### src/rtl/apb_pwm_master.sv
// APB3 master: one valid/ready command -> SETUP/ACCESS transfer -> one-cycle response pulse, 3 cycles min + PREADY waits.
// Backpressure: cmd_ready only in IDLE; responses are never stalled, consumer must take rsp_* on rsp_valid.
module apb_pwm_master #(
  parameter int ADDR_W  = 32,
  parameter int DATA_W  = 32,
  parameter int TIMEOUT = 256
) (
  input  logic              PCLK,
  input  logic              PRESET,
  input  logic              cmd_valid,
  output logic              cmd_ready,
  input  logic              cmd_write,
  input  logic [ADDR_W-1:0] cmd_addr,
  input  logic [DATA_W-1:0] cmd_wdata,
  output logic              rsp_valid,
  output logic [DATA_W-1:0] rsp_rdata,
  output logic              rsp_err,
  output logic              rsp_timeout,
  output logic [ADDR_W-1:0] PADDR,
  output logic              PSEL,
  output logic              PENABLE,
  output logic              PWRITE,
  output logic [DATA_W-1:0] PWDATA,
  input  logic [DATA_W-1:0] PRDATA,
  input  logic              PREADY,
  input  logic              PSLAVEERR
);

  localparam int CNT_W = (TIMEOUT < 1) ? 1 : $clog2(TIMEOUT + 1);
  localparam int LAST  = (TIMEOUT > 0) ? TIMEOUT - 1 : 0;
  localparam logic [CNT_W-1:0] CNT_LAST = LAST[CNT_W-1:0];
  localparam logic [CNT_W-1:0] CNT_MAX  = {CNT_W{1'b1}};

  typedef enum logic [1:0] {IDLE, SETUP, ACCESS} state_t;

  state_t            state_q, state_d;
  logic [CNT_W-1:0]  cnt_q, cnt_d;
  logic              psel_d, penable_d, pwrite_d;
  logic [ADDR_W-1:0] paddr_d;
  logic [DATA_W-1:0] pwdata_d, rsp_rdata_d;
  logic              rsp_valid_d, rsp_err_d, rsp_timeout_d;

  assign cmd_ready = (state_q == IDLE) && !PRESET;

  always_ff @(posedge PCLK) begin
    if (PRESET) begin
      state_q     <= IDLE;
      cnt_q       <= '0;
      PSEL        <= 1'b0;
      PENABLE     <= 1'b0;
      PWRITE      <= 1'b0;
      PADDR       <= '0;
      PWDATA      <= '0;
      rsp_valid   <= 1'b0;
      rsp_rdata   <= '0;
      rsp_err     <= 1'b0;
      rsp_timeout <= 1'b0;
    end else begin
      state_q     <= state_d;
      cnt_q       <= cnt_d;
      PSEL        <= psel_d;
      PENABLE     <= penable_d;
      PWRITE      <= pwrite_d;
      PADDR       <= paddr_d;
      PWDATA      <= pwdata_d;
      rsp_valid   <= rsp_valid_d;
      rsp_rdata   <= rsp_rdata_d;
      rsp_err     <= rsp_err_d;
      rsp_timeout <= rsp_timeout_d;
    end
  end

  always_comb begin
    state_d       = state_q;
    cnt_d         = cnt_q;
    psel_d        = PSEL;
    penable_d     = PENABLE;
    pwrite_d      = PWRITE;
    paddr_d       = PADDR;
    pwdata_d      = PWDATA;
    rsp_valid_d   = 1'b0;
    rsp_rdata_d   = rsp_rdata;
    rsp_err_d     = rsp_err;
    rsp_timeout_d = rsp_timeout;

    case (state_q)
      IDLE: begin
        if (cmd_valid) begin
          paddr_d   = cmd_addr;
          pwrite_d  = cmd_write;
          pwdata_d  = cmd_wdata;
          psel_d    = 1'b1;
          penable_d = 1'b0;
          state_d   = SETUP;
        end
      end
      SETUP: begin
        penable_d = 1'b1;
        cnt_d     = '0;
        state_d   = ACCESS;
      end
      ACCESS: begin
        if (PREADY) begin
          rsp_valid_d   = 1'b1;
          rsp_err_d     = PSLAVEERR;
          rsp_timeout_d = 1'b0;
          rsp_rdata_d   = PWRITE ? '0 : PRDATA;
          psel_d        = 1'b0;
          penable_d     = 1'b0;
          state_d       = IDLE;
        end else begin
          cnt_d = (cnt_q == CNT_MAX) ? cnt_q : cnt_q + 1'b1;
          // Compare the pre-increment count so the abort lands after exactly TIMEOUT ACCESS cycles
          if ((TIMEOUT != 0) && (cnt_q == CNT_LAST)) begin
            rsp_valid_d   = 1'b1;
            rsp_err_d     = 1'b1;
            rsp_timeout_d = 1'b1;
            rsp_rdata_d   = '0;
            psel_d        = 1'b0;
            penable_d     = 1'b0;
            state_d       = IDLE;
          end
        end
      end
      default: state_d = IDLE;
    endcase
  end

endmodule

### config.mk
export PLATFORM = sky130hd
export DESIGN_NAME = apb_pwm_master
export DESIGN_NICKNAME = d
export VERILOG_FILES = /design/src/rtl/apb_pwm_master.sv
export SDC_FILE = /design/constraint.sdc
export NUM_CORES = 1
export LEC_CHECK = 0
export ABC_AREA = 1
export CAP_MARGIN = 15
export CORE_ASPECT_RATIO = 0.5
export CORE_MARGIN = 5
export CORE_UTILIZATION = 50
export DETAILED_ROUTE_END_ITERATION = 12
export DONT_BUFFER_PORTS = 1
export PLACE_DENSITY_LB_ADDON = 0.25
export SYNTH_ARGS = -nofsm -noshare
export SYNTH_HDL_FRONTEND = slang
export SYNTH_SLANG_ARGS = --single-unit
### constraint.sdc
create_clock -name PCLK -period 2.57 [get_ports PCLK]
set_input_delay 0.257 -clock PCLK [delete_from_list [all_inputs] [get_ports PCLK]]
set_output_delay 0.257 -clock PCLK [all_outputs]
set_load 0.1 [all_outputs]
==> out/qor.yml, run 1 <==
placed_design:
  portBuffers: 0
  placed_cells: 662
  gp_congestion: 0.844
  dp_hpwl_um: 7000
  place_ws_ps: 431
worst_hold_path:
  hold_path.class: "input pin to flop"
clock_tree:
  clk_latency_ps: 400
  cts.sinks: 113
  numCtsBuffers: 17
  cts_root_buf: "clkbuf_16"
  cts_tree: "built"
  post_cts_resized: 0
  clockBufferDepth: 2
  post-cts-setup-buffer-count: 0
  htree_levels: 4
  cts.clk_slew.worst_paths_ps: 50
flow_run:
  cap_violations: 0
timing:
  fin_ws_ps: 395
  finClkSkew_ps: 6.99
  timing.fmax_ghz: 0.460
  tightest_slew_ps: 999
  setup_tns_ps: 0
  setup_viol: 0
  slew_violations: 0
  hold_viol: 0
  fin_crit_sh: 0.846
  rsz0062_at_grt: "no"
  slew_headroom: 0.333
  min_period_ps: 2180
global_routing:
  grt_pass1_vias: 3447
  gr-usage-all-layers: 0.211
  antenna_found_initial: 0
  grt_pass1_wl_um: 16500
  grt_max_degree: 46
  grt_overflow_total: 0
worst_setup_path:
  crit_required_ps: 2850
  endpoint_kind: "flop"
  worstReg2RegStart: "cnt_q[0]"
  arrival_ps: 2460
  path_max_fanout: 36
  ff2ff_setup_slack_ps: 390
  path_class: "flop to flop"
  endpoint: "rsp_rdata[3]"
  critPathLaunch: "cnt_q[0]"
  worstRegToRegCells: 9
  crit_path_start_kind: "flop"
  r2r_end: "rsp_rdata[3]"
power_and_ir_drop:
  powerDensity_nw_per_um2: 976
  p_leak_nw: 2.18
  peakVddDrop_mv: 0.599
synthesis:
  synth-seq-area-share: 0.554
  syn-num-nets: 639
  syn-cell-area_um2: 4080
  ys_types: 20
  netlist_instances: 534
  ys_warn_count: 0
  synth_area_per_cell_um2: 7.64
  ys_ff_latch: 113
final_layout:
  nNetsFinal: 707
  syn_to_final_growth_pct: 30.4
  layout-drive-gt1-share: 0.135
  final_cell_mix: "nor2_1, dfxtp_1, nand2_1"
  layout.cells.most_common: "nor2_1"
  fin_util: 0.667
  num_antenna_cells: 0
  fin_cells: 727
route:
  dr.pass1.iters: 4
  met3_wirelength_um: 1180
  top_layer: "met4"
  avgViaCountPerCell: 5.00
  wl_um: 11000
  vias: 3636
  met1_length_um: 4300
  drc_errors: 0
  drt-initial-drc-count: 226
  routedWlPerCell_um: 15.1
  postRouteAntennaNets: 0
  wl_met2_um: 5390
floorplanning:
  die_y_um: 73.9
  die_area_um2: 10200
  die_w_um: 138
  ios: 205
  num_rows: 23
  start_util: 0.512
  design.core.area_um2: 7970
outcome:
  outcome: "finished clean"
## report_power, final
part / switching (W) / internal, W / total, W
sequential: 0.000611 / 0.00186 / 0.00247
clock: 0.000744 / 0.00140 / 0.00214
combinational: 0.000420 / 0.000159 / 0.000580
total: 0.00178 / 0.00342 / 0.00519
## cell type report
class,instances,area (µm²)
clock inverter,6,55.1
tap,112,140
inverter,16,60.1
timing repair buffer,81,713
multi-input combinational,373,1600
clock buffer,26,489
sequential,113,2260
fill,631,2650
## through the flow
stage	total power (W)	instance area [µm²]	hold slack (ps)
2_1_floorplan	0.00293	4080	400
3_3_place_gp	0.00302	4430	336
3_5_place_dp	0.00303	4430	335
4_1_cts	0.00524	5320	0.499
5_1_grt	0.00539	5320	11.2
6_report	0.00519	5320	22.2
## kinds of logic (layout without fill, tap and decap cells)
family	Yosys count	count (layout)	synth area share
AO/OA/AOI/OAI	111	111	0.136
adder cells (fa/ha/maj)	3	3	0.00920
buffers and inverters	48	129	0.0543
flip-flops	113	113	0.554
AND/OR/NAND/NOR	259	259	0.246
## flip-flops by register name, summed over array words and instances (netlist names)
name         cells
PADDR           32
rsp_rdata       32
PWRITE           1
state_q          2
cnt_q            9
PSEL             1
rsp_valid        1
rsp_err          1
PENABLE          1
PWDATA          32
rsp_timeout      1
## how the worst min path moves through the flow
| stage | from | endpoint | slack [ps] | depth (start not counted) |
|---|---|---|---|---|
| 6_report | PRDATA[19] | rsp_rdata[19] | 20 | 2 |
| 5_1_grt | cmd_addr[0] | PADDR[0] | 10 | 2 |
| 4_1_cts | PRDATA[16] | rsp_rdata[16] | 0.5 | 2 |
| 3_5_place_dp | PRESET | rsp_rdata[24] | 340 | 1 |
| 3_3_place_gp | PRESET | rsp_rdata[28] | 340 | 1 |
| 2_1_floorplan | PRDATA[0] | rsp_rdata[0] | 400 | 2 |
## metal layers
| metal | track usage | vias up |
|---|---|---|
| li1 | - | 1838 |
| met1 | 0.219 | 1635 |
| met2 | 0.368 | 153 |
| met3 | 0.0999 | 10 |
| met4 | 0.0975 | 0 |
| met5 | 0 | - |
## synthesized netlist by cell type, drive strengths merged
cell,instances,area share
a21oi,43,0.053
buf,15,0.024
clkbuf,17,0.016
dfxtp,113,0.55
ha,3,0.0092
inv,16,0.015
nand2,92,0.085
nand3,6,0.0086
nand4,1,0.0015
nor2,157,0.15
nor3,1,0.0012
nor4,1,0.0015
o21ai,68,0.083
or2,1,0.0015
## worst max-delay path: stages, from the launching register on
cell	delay (ps)
dfxtp_1	360
ha_1	190
nand2_1	110
nor4_1	390
ha_1	210
nor2_1	50
nor2_1	200
inv_2	290
nand2_1	170
a21oi_1	80
## what timing repair did
action	CTS	global route
hold buffers	33	0
endpoints found under the setup margin	0	0
endpoints found under the hold margin	43	0
Note: power is estimated with default switching activity, not from simulation.
==> inputs of run 2 (changes only) <==
Clock period 2.57 ns to 2.05 ns, I/O delays scaled along.
==> run 2 against run 1 <==
- non-clock buffer count increased by 126
- die area is the same
- power is 38% higher
- critical path depth did not move
- register-to-register slack lost 240 ps
- clock skew about the same
- routed wire length grew 29%
- critical endpoint is now rsp_rdata[16]
- largest power group is now the clock network
- highest routed layer unchanged
==> out/qor.yml, run 2 (same netlist as run 1, synthesis figures left out) <==
worst_setup_path:
  path_max_fanout: 18
  max_stage_delay_ps: 370
  cp_num_buf_inv: 1
  endpoint_kind: "flop"
  crit_path_top_delay_cell: "dfxtp_1"
  cp_cell_sequence: "ha_1, nand2_1, nor4_4, ha_1, nor2_1, nor2_2, bufinv_8, nand2_1, a21oi_1"
  crit_path_start_kind: "flop"
  cpLargestDelayFamily: "simple AND/OR/NAND/NOR gates"
  crit_required_ps: 2330
  arrival_ps: 2180
  path_class: "flop to flop"
power_and_ir_drop:
  clkPwrFrac: 0.429
  internal_power_w: 0.00481
  p_comb_frac: 0.240
  power_frac_seq: 0.331
  p_leak_nw: 2.83
  peakVddDrop_mv: 0.794
  p_switching_w: 0.00237
  power.share.switching: 0.330
  powerDensity_nw_per_um2: 1100
clock_tree:
  clockBufferDepth: 2
  cts_tree: "built"
  cts.sinks: 113
  clk_latency_ps: 400
  cts.clk_slew.worst_paths_ps: 50
  numCtsBuffers: 17
  htree_levels: 4
  cts_root_buf: "clkbuf_16"
timing:
  min_period_ps: 1900
  timing.fmax_ghz: 0.526
  finClkSkew_ps: 7.17
  tightest_slew_ps: 423
  setup_viol: 0
  slew_headroom: 0.718
  fin_crit_sh: 0.927
  slew_violations: 0
  setup_tns_ps: 0
  hold_viol: 0
route:
  dr.pass1.iters: 5
  routedWlPerCell_um: 16.6
  wl_um: 14200
  drt-initial-drc-count: 344
  vias: 4374
  avgViaCountPerCell: 5.12
  drc_errors: 0
  postRouteAntennaNets: 0
floorplanning:
  ios: 205
  design.core.area_um2: 7970
  num_rows: 23
  die_w_um: 138
  die_area_um2: 10200
  start_util: 0.512
  die_y_um: 73.9
final_layout:
  layout.cells.most_common: "nor2_1"
  layout-drive-gt1-share: 0.212
  syn_to_final_growth_pct: 60.3
  fin_util: 0.820
  final_cell_mix: "nor2_1, dfxtp_1, buf_4"
  reg.largest.list: "PADDR: 32 flops, PWDATA: 32 flops, rsp_rdata: 32 flops"
  nNetsFinal: 834
flow_run:
  cap_violations: 0
global_routing:
  gr-usage-all-layers: 0.271
  grt_pass1_vias: 4363
  grt_overflow_total: 0
  antenna_found_initial: 0
  grt_max_degree: 46
  grt_pass1_wl_um: 21200
outcome:
  outcome: "finished clean"
placed_design:
  gp_congestion: 0.803
  portBuffers: 0
  dp_hpwl_um: 7290
worst_hold_path:
  hold_path.class: "input pin to flop"
[run 2: changes by cell type in the layout (fill, tap and decap cells not counted), moves of 2 or more]
cell	change
clkbuf_1	-5
nor2_2	+2
buf_4	+64
bufinv_16	+3
dlygate4sd3_1	+62
nor2_1	-2
clkinv_2	+2
[run 2: final cells by class]
type / instances / area (µm²)
Timing Repair inverter: 1 / 6.26
Tap cell: 112 / 140
Inverter: 16 / 73.8
Antenna cell: 1 / 2.50
Clock inverter: 12 / 163
Sequential cell: 113 / 2260
Multi-Input combinational cell: 373 / 1620
Clock buffer: 20 / 457
Fill cell: 461 / 1430
Timing Repair Buffer: 207 / 1810
[run 2: path summary, 6_finish.rpt]
| path | from | slack [ps] | to | cells past startpoint |
|---|---|---|---|---|
| max reg2reg | cnt_q[0] | 150 | rsp_rdata[16] | 9 |
| min | cmd_addr[0] | 4 | PADDR[0] | 2 |
| min reg2reg | rsp_rdata[23] | 470 | rsp_rdata[23] | 2 |
| max | cnt_q[0] | 150 | rsp_rdata[16] | 9 |
[run 2: what timing repair did]
item / CTS / global route
gates resized for setup: 1 / 8
hold buffers: 95 / 0
endpoints found under the hold margin: 103 / 0
buffers inserted: 0 / 1
gates cloned: 0 / 1
pin swaps: 0 / 1
endpoints found under the setup margin: 7 / 41
[run 2: power by group through the flow]
| stage | registers, W | clock network, W | logic (W) |
|---|---|---|---|
| 2_1_floorplan | 0.00339 | 0 | 0.000292 |
| 3_3_place_gp | 0.00241 | 0 | 0.00151 |
| 3_5_place_dp | 0.00242 | 0 | 0.00152 |
| 4_1_cts | 0.00237 | 0.00310 | 0.00169 |
| 5_1_grt | 0.00239 | 0.00323 | 0.00180 |
| 6_report | 0.00238 | 0.00308 | 0.00172 |
[run 2: worst register-to-register path, cell delays in order (launching register included)]
cell      delay, ps
dfxtp_1         370
ha_1            180
nand2_1         130
nor4_4          290
ha_1            180
nor2_1           60
nor2_2          140
bufinv_8        240
nand2_1         100
a21oi_1          90
[run 2: per-layer routing]
layer  part of all wire  vias to the layer above  GRT usage  wire length [µm]
li1                   -                     2093          -                 -
met1               0.36                     1995      0.278              5050
met2               0.51                      233      0.485              7190
met3              0.097                       53     0.0978              1380
met4              0.037                        0      0.158               529
met5                  0                        -          0                 0
[run 2: stage by stage]
step / setup slack, ps / power (W) / area [µm²] / hold slack [ps] / std cells
after floorplan: 18.3 / 0.00368 / 4080 / 348 / 534
after global placement: 83.5 / 0.00393 / 4910 / 282 / 725
after detailed placement: 4.91 / 0.00394 / 4910 / 284 / 725
after CTS: 12.9 / 0.00716 / 6490 / 1.21 / 852
after global routing: -0.109 / 0.00741 / 6540 / 11.2 / 854
final: 150 / 0.00718 / 6540 / 4.24 / 855
==> inputs of run 3 (changes only) <==
Settings changed: CTS_CLUSTER_SIZE set to 30, GPL_TIMING_DRIVEN set to 0.
==> run 3 against run 2 <==
- clock-buffer cell count unchanged
- hold slack improved by 5.0 ps
- setup slack got worse by 43 ps
- clock skew up 2.1 ps
- critical path type is now flop to output pin
==> out/qor.yml, run 3 (same netlist as run 1, synthesis figures left out) <==
timing:
  min_period_ps: 1940
  tightest_slew_ps: 1140
  slew_headroom: 0.237
  timing.fmax_ghz: 0.515
  finClkSkew_ps: 9.23
  holdWs_ps: 9.27
  fin_crit_sh: 0.948
  setup_viol: 0
  slew_violations: 0
  setup_tns_ps: 0
  rsz0062_at_grt: "yes"
  hold_viol: 0
clock_tree:
  cts.sinks: 113
  cts.clk_slew.worst_paths_ps: 50
  cts_root_buf: "clkbuf_16"
  clk_latency_ps: 400
  cts_tree: "built"
  htree_levels: 4
  clockBufferDepth: 2
  numCtsBuffers: 17
placed_design:
  portBuffers: 0
  dp_hpwl_um: 7680
  dpl_cell_area_um2: 4220
  gp_congestion: 0.801
power_and_ir_drop:
  p_comb_frac: 0.073
  p_leak_nw: 2.31
  peakVddDrop_mv: 0.723
  power_w: 0.00713
  powerDensity_nw_per_um2: 1220
  power_frac_seq: 0.474
  power.share.switching: 0.321
  p_switching_w: 0.00229
  internal_power_w: 0.00484
  clkPwrFrac: 0.452
worst_setup_path:
  worstRegToRegCells: 10
  max_stage_delay_ps: 830
  endpoint_kind: "output pin"
  r2r_end: "rsp_rdata[10]"
  path_class: "flop to output pin"
  cpLargestDelayFamily: "simple AND/OR/NAND/NOR gates"
  arrival_ps: 1740
  worstReg2RegStart: "cnt_q[0]"
  crit_path_start_kind: "flop"
  ff2ff_setup_slack_ps: 110
  crit_path_top_delay_cell: "nor2_2"
  cp_num_buf_inv: 1
  cp_cell_sequence: "inv_1, nand2_1, nor2_2"
  path_max_fanout: 4
  crit_required_ps: 1850
final_layout:
  fin_area_um2: 5840
  layout-drive-gt1-share: 0.0850
  fillers: 598
  fin_util: 0.732
  final_cell_mix: "nor2_1, dfxtp_1, dlygate4sd3_1"
  reg.largest.list: "PADDR: 32 flops, PWDATA: 32 flops, rsp_rdata: 32 flops"
  nNetsFinal: 752
  num_antenna_cells: 0
  syn_to_final_growth_pct: 43.0
  layout.cells.most_common: "nor2_1"
global_routing:
  grt_pass1_wl_um: 18900
  grt_pass1_vias: 3894
  gr-usage-all-layers: 0.241
  antenna_found_initial: 0
  grt_max_degree: 17
  grt_overflow_total: 0
floorplanning:
  die_w_um: 138
  die_area_um2: 10200
  design.core.area_um2: 7970
  start_util: 0.512
  ios: 205
  die_y_um: 73.9
  num_rows: 23
route:
  routedWlPerCell_um: 15.9
  dr.pass1.iters: 4
  avgViaCountPerCell: 5.08
  vias: 3920
  drt-initial-drc-count: 226
  drc_errors: 0
  postRouteAntennaNets: 0
  wl_um: 12300
flow_run:
  cap_violations: 0
worst_hold_path:
  min_to: "PADDR[27]"
  hold_path.class: "input pin to flop"
  hp-start: "cmd_addr[27]"
  hold_depth: 2
outcome:
  outcome: "finished clean"
run 3: per-layer routing:
layer,vias to the layer above,global-route usage,routed length (µm)
met4,0,0.110,299
met2,163,0.431,6090
met3,26,0.0937,1260
met1,1801,0.253,4640
li1,1930,-,-
met5,-,0,0
run 3: worst max path at each step:
| stage | start | to | cells after the start |
|---|---|---|---|
| finish | state_q[0] | cmd_ready | 3 |
| global route | cnt_q[0] | rsp_rdata[10] | 10 |
| CTS | cnt_q[0] | rsp_rdata[10] | 10 |
| detailed placement | cnt_q[0] | rsp_rdata[10] | 10 |
| global placement | PRESET | cmd_ready | 3 |
| floorplan | PRESET | cmd_ready | 3 |
run 3: repair_timing:
| item | in CTS | in global routing |
|---|---|---|
| pin swaps | 0 | 1 |
| hold buffers | 93 | 0 |
| hold endpoints to repair | 93 | 0 |
| endpoints found under the setup margin | 29 | 34 |
| buffers inserted | 0 | 1 |
| gates resized for setup | 2 | 4 |
run 3: worst register-to-register path: stages (launching register included):
cell and delay [ps]:
dfxtp_1 360, ha_1 190, nand2_2 110, nor4_4 290
ha_1 180, nor2_1 50, nor2_2 110, inv_2 100
buf_2 190, nand2_1 120, a21oi_2 90
run 3: final cells by class:
class	count	area (µm²)	share of cell area
Buffer	32	161	0.0277
Clock inverter	11	211	0.0362
Clock buffer	20	437	0.0748
Inverter	16	60.1	0.0103
Sequential cell	113	2260	0.388
Tap cell	112	140	0.0240
Timing Repair Buffer	94	938	0.161
Multi-Input combinational cell	373	1630	0.279
run 3: power by group through the flow:
stage | Clock (W) | Sequential, W | Combinational (W)
floorplan | 0 | 0.00339 | 0.000292
global placement | 0 | 0.00342 | 0.000352
detailed placement | 0 | 0.00342 | 0.000363
CTS | 0.00327 | 0.00338 | 0.000508
finish | 0.00323 | 0.00338 | 0.000524
global route | 0.00337 | 0.00340 | 0.000593
run 3: metrics by stage:
step,setup WS [ps],instances
after CTS,21.5,770
after detailed placement,-129,646
after floorplan,18.3,534
after global placement,-233,646
after global routing,-23.1,771
final,107,771
